===== config.mk =====
export PLATFORM = sky130hd
export DESIGN_NAME = echo_responder_flat
export DESIGN_NICKNAME = d
export VERILOG_FILES = /design/src/rtl/echo_responder_pkg.sv /design/src/rtl/echo_responder_if.sv /design/src/rtl/echo_responder.sv /design/src/flat_wrapper.sv
export SDC_FILE = /design/constraint.sdc
export NUM_CORES = 1
export LEC_CHECK = 0
export CORE_ASPECT_RATIO = 1.25
export CORE_UTILIZATION = 36
export DETAILED_ROUTE_END_ITERATION = 8
export PLACE_DENSITY_LB_ADDON = 0.1
export SYNTH_ARGS = -nofsm -noshare
export SYNTH_HDL_FRONTEND = slang
export SYNTH_SLANG_ARGS = --single-unit

===== constraint.sdc =====
create_clock -name CLK -period 2 [get_ports CLK]
set_input_delay 0.2 -clock CLK [delete_from_list [all_inputs] [get_ports CLK]]
set_output_delay 0.2 -clock CLK [all_outputs]
set_load 0.02 [all_outputs]

===== src/rtl/echo_responder_pkg.sv =====
// Shared types and legal parameter ranges for the echo responder.
package echo_responder_pkg;

   typedef enum logic [1:0] {
      IDLE  = 2'd0,
      PAUSE = 2'd1,
      SEND  = 2'd2
   } state_t;

   localparam int SEQ_W      = 8;
   localparam int DELAY_MIN  = 0;
   localparam int DELAY_MAX  = 255;
   localparam int REPEAT_MIN = 1;
   localparam int REPEAT_MAX = 256;

   function automatic bit in_range(input int v, input int lo, input int hi);
      return (v >= lo) && (v <= hi);
   endfunction

endpackage


===== src/rtl/echo_responder_if.sv =====
// Upstream FIFO first/deq methods plus the heard indication, bundled as one port.
interface echo_responder_if #(
   parameter int DATA_WIDTH = 32
);
   import echo_responder_pkg::*;

   logic [DATA_WIDTH-1:0] in_first;
   logic                  in_first__RDY;
   logic                  in_deq__RDY;
   logic                  in_deq__ENA;
   logic                  ind_heard__RDY;
   logic                  ind_heard__ENA;
   logic [DATA_WIDTH-1:0] ind_heard_v;
   logic [SEQ_W-1:0]      ind_heard_seq;

   modport master (
      input  in_first, in_first__RDY, in_deq__RDY, ind_heard__RDY,
      output in_deq__ENA, ind_heard__ENA, ind_heard_v, ind_heard_seq
   );

   modport slave (
      output in_first, in_first__RDY, in_deq__RDY, ind_heard__RDY,
      input  in_deq__ENA, ind_heard__ENA, ind_heard_v, ind_heard_seq
   );
endinterface


===== src/rtl/echo_responder.sv =====
// Pulls one word from the echo FIFO, waits DELAY cycles, replays it REPEAT
// times on the heard indication, and counts completed echoes.
module echo_responder
   import echo_responder_pkg::*;
#(
   parameter int DATA_WIDTH = 32,
   parameter int DELAY      = 0,
   parameter int REPEAT     = 1,
   parameter int CNT_WIDTH  = 16
) (
   input  logic                 CLK,
   input  logic                 nRST,
   echo_responder_if.master     bus,
   output logic [CNT_WIDTH-1:0] echo_count,
   output logic                 busy
);

   if (!in_range(DELAY, DELAY_MIN, DELAY_MAX)) begin : g_bad_delay
      $error("echo_responder: DELAY out of range");
   end
   if (!in_range(REPEAT, REPEAT_MIN, REPEAT_MAX)) begin : g_bad_repeat
      $error("echo_responder: REPEAT out of range");
   end

   localparam logic [SEQ_W-1:0] REP_LAST = SEQ_W'(REPEAT - 1);
   // PAUSE runs from DELAY-1 down to 0, giving exactly DELAY idle cycles.
   localparam logic [SEQ_W-1:0] DLY_INIT = (DELAY > 0) ? SEQ_W'(DELAY - 1) : '0;

   state_t                state, state_nxt;
   logic [DATA_WIDTH-1:0] held, held_nxt;
   logic [SEQ_W-1:0]      rep, rep_nxt;
   logic [SEQ_W-1:0]      dly, dly_nxt;
   logic [CNT_WIDTH-1:0]  cnt, cnt_nxt;
   logic                  deq_fire, heard_fire;

   always_ff @(posedge CLK) begin
      if (!nRST) begin
         state <= IDLE;
         held  <= '0;
         rep   <= '0;
         dly   <= '0;
         cnt   <= '0;
      end else begin
         state <= state_nxt;
         held  <= held_nxt;
         rep   <= rep_nxt;
         dly   <= dly_nxt;
         cnt   <= cnt_nxt;
      end
   end

   always_comb begin
      state_nxt  = state;
      held_nxt   = held;
      rep_nxt    = rep;
      dly_nxt    = dly;
      cnt_nxt    = cnt;
      // Strobes are held off during reset so no word is taken and then lost.
      deq_fire   = nRST && (state == IDLE) && bus.in_first__RDY && bus.in_deq__RDY;
      heard_fire = nRST && (state == SEND) && bus.ind_heard__RDY;
      unique case (state)
         IDLE: begin
            if (deq_fire) begin
               held_nxt = bus.in_first;
               rep_nxt  = '0;
               if (DELAY > 0) begin
                  dly_nxt   = DLY_INIT;
                  state_nxt = PAUSE;
               end else begin
                  state_nxt = SEND;
               end
            end
         end
         PAUSE: begin
            if (dly == '0) state_nxt = SEND;
            else           dly_nxt   = dly - 1'b1;
         end
         SEND: begin
            if (heard_fire) begin
               if (rep == REP_LAST) begin
                  cnt_nxt   = cnt + 1'b1;
                  state_nxt = IDLE;
               end else begin
                  rep_nxt = rep + 1'b1;
               end
            end
         end
         default: state_nxt = IDLE;
      endcase
   end

   assign bus.in_deq__ENA    = deq_fire;
   assign bus.ind_heard__ENA = heard_fire;
   assign bus.ind_heard_v    = held;
   assign bus.ind_heard_seq  = rep;
   assign echo_count         = cnt;
   assign busy               = nRST && (state != IDLE);

endmodule


===== src/flat_wrapper.sv =====
// flat-port wrapper written by rule: the top's interface ports become plain ports
module echo_responder_flat import echo_responder_pkg::*;
#(
   parameter int DATA_WIDTH = 32,
   parameter int DELAY      = 0,
   parameter int REPEAT     = 1,
   parameter int CNT_WIDTH  = 16
)
  (CLK, nRST, echo_count, busy, bus_in_first, bus_in_first__RDY, bus_in_deq__RDY, bus_ind_heard__RDY, bus_in_deq__ENA, bus_ind_heard__ENA, bus_ind_heard_v, bus_ind_heard_seq);
  echo_responder_if #(.DATA_WIDTH(DATA_WIDTH)) bus_i ();
  input  logic CLK;
  input  logic nRST;
  output logic [CNT_WIDTH-1:0] echo_count;
  output logic busy;
  input wire logic [$bits(bus_i.in_first)-1:0] bus_in_first;
  input wire logic [$bits(bus_i.in_first__RDY)-1:0] bus_in_first__RDY;
  input wire logic [$bits(bus_i.in_deq__RDY)-1:0] bus_in_deq__RDY;
  input wire logic [$bits(bus_i.ind_heard__RDY)-1:0] bus_ind_heard__RDY;
  output wire logic [$bits(bus_i.in_deq__ENA)-1:0] bus_in_deq__ENA;
  output wire logic [$bits(bus_i.ind_heard__ENA)-1:0] bus_ind_heard__ENA;
  output wire logic [$bits(bus_i.ind_heard_v)-1:0] bus_ind_heard_v;
  output wire logic [$bits(bus_i.ind_heard_seq)-1:0] bus_ind_heard_seq;
  assign bus_i.in_first = bus_in_first;
  assign bus_i.in_first__RDY = bus_in_first__RDY;
  assign bus_i.in_deq__RDY = bus_in_deq__RDY;
  assign bus_i.ind_heard__RDY = bus_ind_heard__RDY;
  assign bus_in_deq__ENA = bus_i.in_deq__ENA;
  assign bus_ind_heard__ENA = bus_i.ind_heard__ENA;
  assign bus_ind_heard_v = bus_i.ind_heard_v;
  assign bus_ind_heard_seq = bus_i.ind_heard_seq;
  echo_responder #(.DATA_WIDTH(DATA_WIDTH), .DELAY(DELAY), .REPEAT(REPEAT), .CNT_WIDTH(CNT_WIDTH)) u_core (.CLK(CLK), .nRST(nRST), .bus(bus_i), .echo_count(echo_count), .busy(busy));
endmodule

==> results.sh <==
export IMPL_power_density_mw_per_mm2=701.2
export IMPL_ys_flop_type="dfxtp_1"
export IMPL_regArea_mm2=0.001142
export IMPL_use_met3_pct=5.275
export IMPL_worstPathArrival_ps=2120
export IMPL_yosysTopAreaCell="dfxtp_1"
export IMPL_dp_hpwl_mm=4.309
export IMPL_netlist_area_leader_share_pct=48.85
export IMPL_vias=2387
export IMPL_met2_usage_pct=31.21
export IMPL_grt_pass1_wl_mm=10.23
export IMPL_ant_nets=0
export IMPL_synth_area_mm2=0.002336
export IMPL_filler_cell_count=566
export IMPL_cts_made_buffers=9
export IMPL_synth_cells=284
export IMPL_post_route_cell_area_mm2=0.003685
export IMPL_io_buffers=95
export IMPL_area_growth_syn_to_layout_pct=57.74
export IMPL_ys_types=37
export IMPL_placed_area_mm2=0.003476
export IMPL_finalMaxSlewViolations=0
export IMPL_max_slew_worst_pin_slew_ps=409.9
export IMPL_place_inst=469
export IMPL_fin_tns_setup_ps=0
export IMPL_die_w_um=74.05
export IMPL_max_slew_margin_pct=72.67
export IMPL_met1_usage_pct=22.78
export IMPL_peakVddDrop_v=0.0004220
export IMPL_status="finished, final reports clean"
export IMPL_critPathMaxFanout=7
export IMPL_min_period_ps=1855
export IMPL_path_clk_slew_ps=70
export IMPL_power_total_mw=2.584
export IMPL_num_io_pins=96
export IMPL_crit_type="flop to flop"
export IMPL_hold_buffers=0
export IMPL_wl_per_cell_um=12.80
export IMPL_cts_root_buffer="clkbuf_8"
export IMPL_grt_pass1_vias=2315
export IMPL_rows=32
export IMPL_die_area_mm2=0.006817
export IMPL_cts_sinks=57
export IMPL_insertion_delay_ps=330
export IMPL_core_area_mm2=0.006206
export IMPL_instances_no_fill=485
export IMPL_hp_class="input port to flop"
export IMPL_die_y_um=92.06
export IMPL_layout_common_cells="93 x clkdlybuf4s50_1, 76 x nand2_1, 56 x dfxtp_1"
export IMPL_wl_mm=6.209
export IMPL_synthTopCellsByArea="dfxtp_1 49%, nand2_1 12%, nand3_1 8.8%, a21oi_1 3.2%, nand4_1 2.1%"
export IMPL_drc=0
export IMPL_fin_crit_sh_pct=92.74
export IMPL_dr_pass1_iters=4
export IMPL_ys_warn_count=0
export IMPL_syn_avg_cell_area_um2=8.225
export IMPL_viasPerCell=4.922
export IMPL_n_antenna_cell=0
export IMPL_async_flop_share_pct=0
export IMPL_final_nets=436
export IMPL_hold_viol_final=0
export IMPL_seq_area_frac_synth_pct=48.85
export IMPL_clock_skew_ps=9.117
export IMPL_drt_first_iter_violations=141
export IMPL_h_tree_depth=3
export IMPL_start_util_pct=37.64
export IMPL_multiInputGateArea_mm2=0.001127
export IMPL_busiest_layer="met2"
export IMPL_hold_slack_ps=400.8
export IMPL_synth_edff_count=0
export IMPL_synth_seq_cells=57
export IMPL_startpoint_type="flop"
export IMPL_syn_nets=324
export IMPL_cts_tree="yes"
export IMPL_power_leakage_nw=1.507
export IMPL_gp_congestion=0.7806
export IMPL_grt_overflow=0
export IMPL_cp_end_kind="flop"
export IMPL_fmax_ghz=0.5391
export IMPL_final_layout_size_suffix_gt1_share_pct=9.250
export IMPL_antenna_found_initial=0
export IMPL_grtUsageTotal_pct=19.31
export IMPL_crit_required_ps=2260
export IMPL_grt_max_degree=39
export IMPL_setup_viol=0
export IMPL_clockBufferDepth=2
export IMPL_maxCapViolCount=0
export IMPL_final_common_cell="clkdlybuf4s50_1"
==> flip-flops by register name (all words and copies together), names as in the netlist <==
name	flops
u_core.bus.ind_heard_v	32
u_core.echo_count	16
u_core.bus.ind_heard_seq	8
u_core.state	1
==> where the power goes <==
part / switching [mW] / internal [mW] / leakage [nW]
clock network: 0.438 / 0.633 / 0.102
registers: 0.0227 / 1.18 / 0.463
logic: 0.149 / 0.167 / 0.941
==> per-stage QoR <==
stage | util (%) | setup slack, ps
3_5_place_dp | 56.01 | 5.710
5_1_grt | 59.38 | -3.448
6_report | 59.38 | 145.2
4_1_cts | 59.15 | 40.69
2_1_floorplan | - | 156.3
3_3_place_gp | 56.01 | 74.50
==> cell families after synthesis <==
kind of cell | synth area share [%]
buffers and inverters | 2.892
and+or+nand+nor | 33.64
AOI/OAI and AO/OA | 10.28
xor gates and xnor gates | 1.875
adders and majority gates | 1.607
muxes | 0.8570
DFF | 48.85
==> worst max-delay path, stage by stage, from the launching register on <==
cell,delay (ps)
dfxtp_1,370
inv_1,80
ha_1,140
nor4b_4,180
buf_4,180
nand4_2,170
or4_1,500
a21oi_1,150
==> synth_stat cells (3+ instances only) <==
master	instances
or3_1	5
ha_1	3
nand3_1	41
or4_1	5
buf_1	3
dfxtp_1	57
and4_1	3
xor2_1	4
inv_1	4
a21oi_1	15
o21ai_0	7
nand4_1	8
nor2_1	9
nand2_1	76
o21a_1	3
o31ai_1	6
nor3_1	3
clkbuf_1	9
==> layout make-up <==
cell class | instances | share of cell area [%]
clock buffers | 12 | 4.211
clock inverters | 3 | 1.087
inverters | 6 | 0.6112
multi-input cells | 209 | 30.59
flip-flops and latches | 57 | 31.00
well taps | 85 | 2.886
repair buffers | 113 | 29.61
==> metal layers <==
metal  share of wire (%)  wire length (µm)
met1                  44              2707
met3                 6.3               391
met5                   0                 0
met2                  49              3013
met4                 1.5                96
==> worst paths after layout <==
kind / startpoint / to / slack (ps) / cells past startpoint
setup / recovery: u_core.bus.ind_heard_seq[1] / u_core.echo_count[13] / 150 / 7
hold / removal: bus_in_first[5] / u_core.bus.ind_heard_v[5] / 400 / 3
setup reg to reg: u_core.bus.ind_heard_seq[1] / u_core.echo_count[13] / 150 / 7
hold reg to reg: u_core.bus.ind_heard_v[28] / u_core.bus.ind_heard_v[28] / 450 / 2
==> what timing repair did <==
item,4_1_cts,5_1_grt
hold endpoints to repair,0,0
setup endpoints to repair,0,10
buffers inserted,0,1
gates resized for setup,0,3
Power figures use the tool's default switching activity.
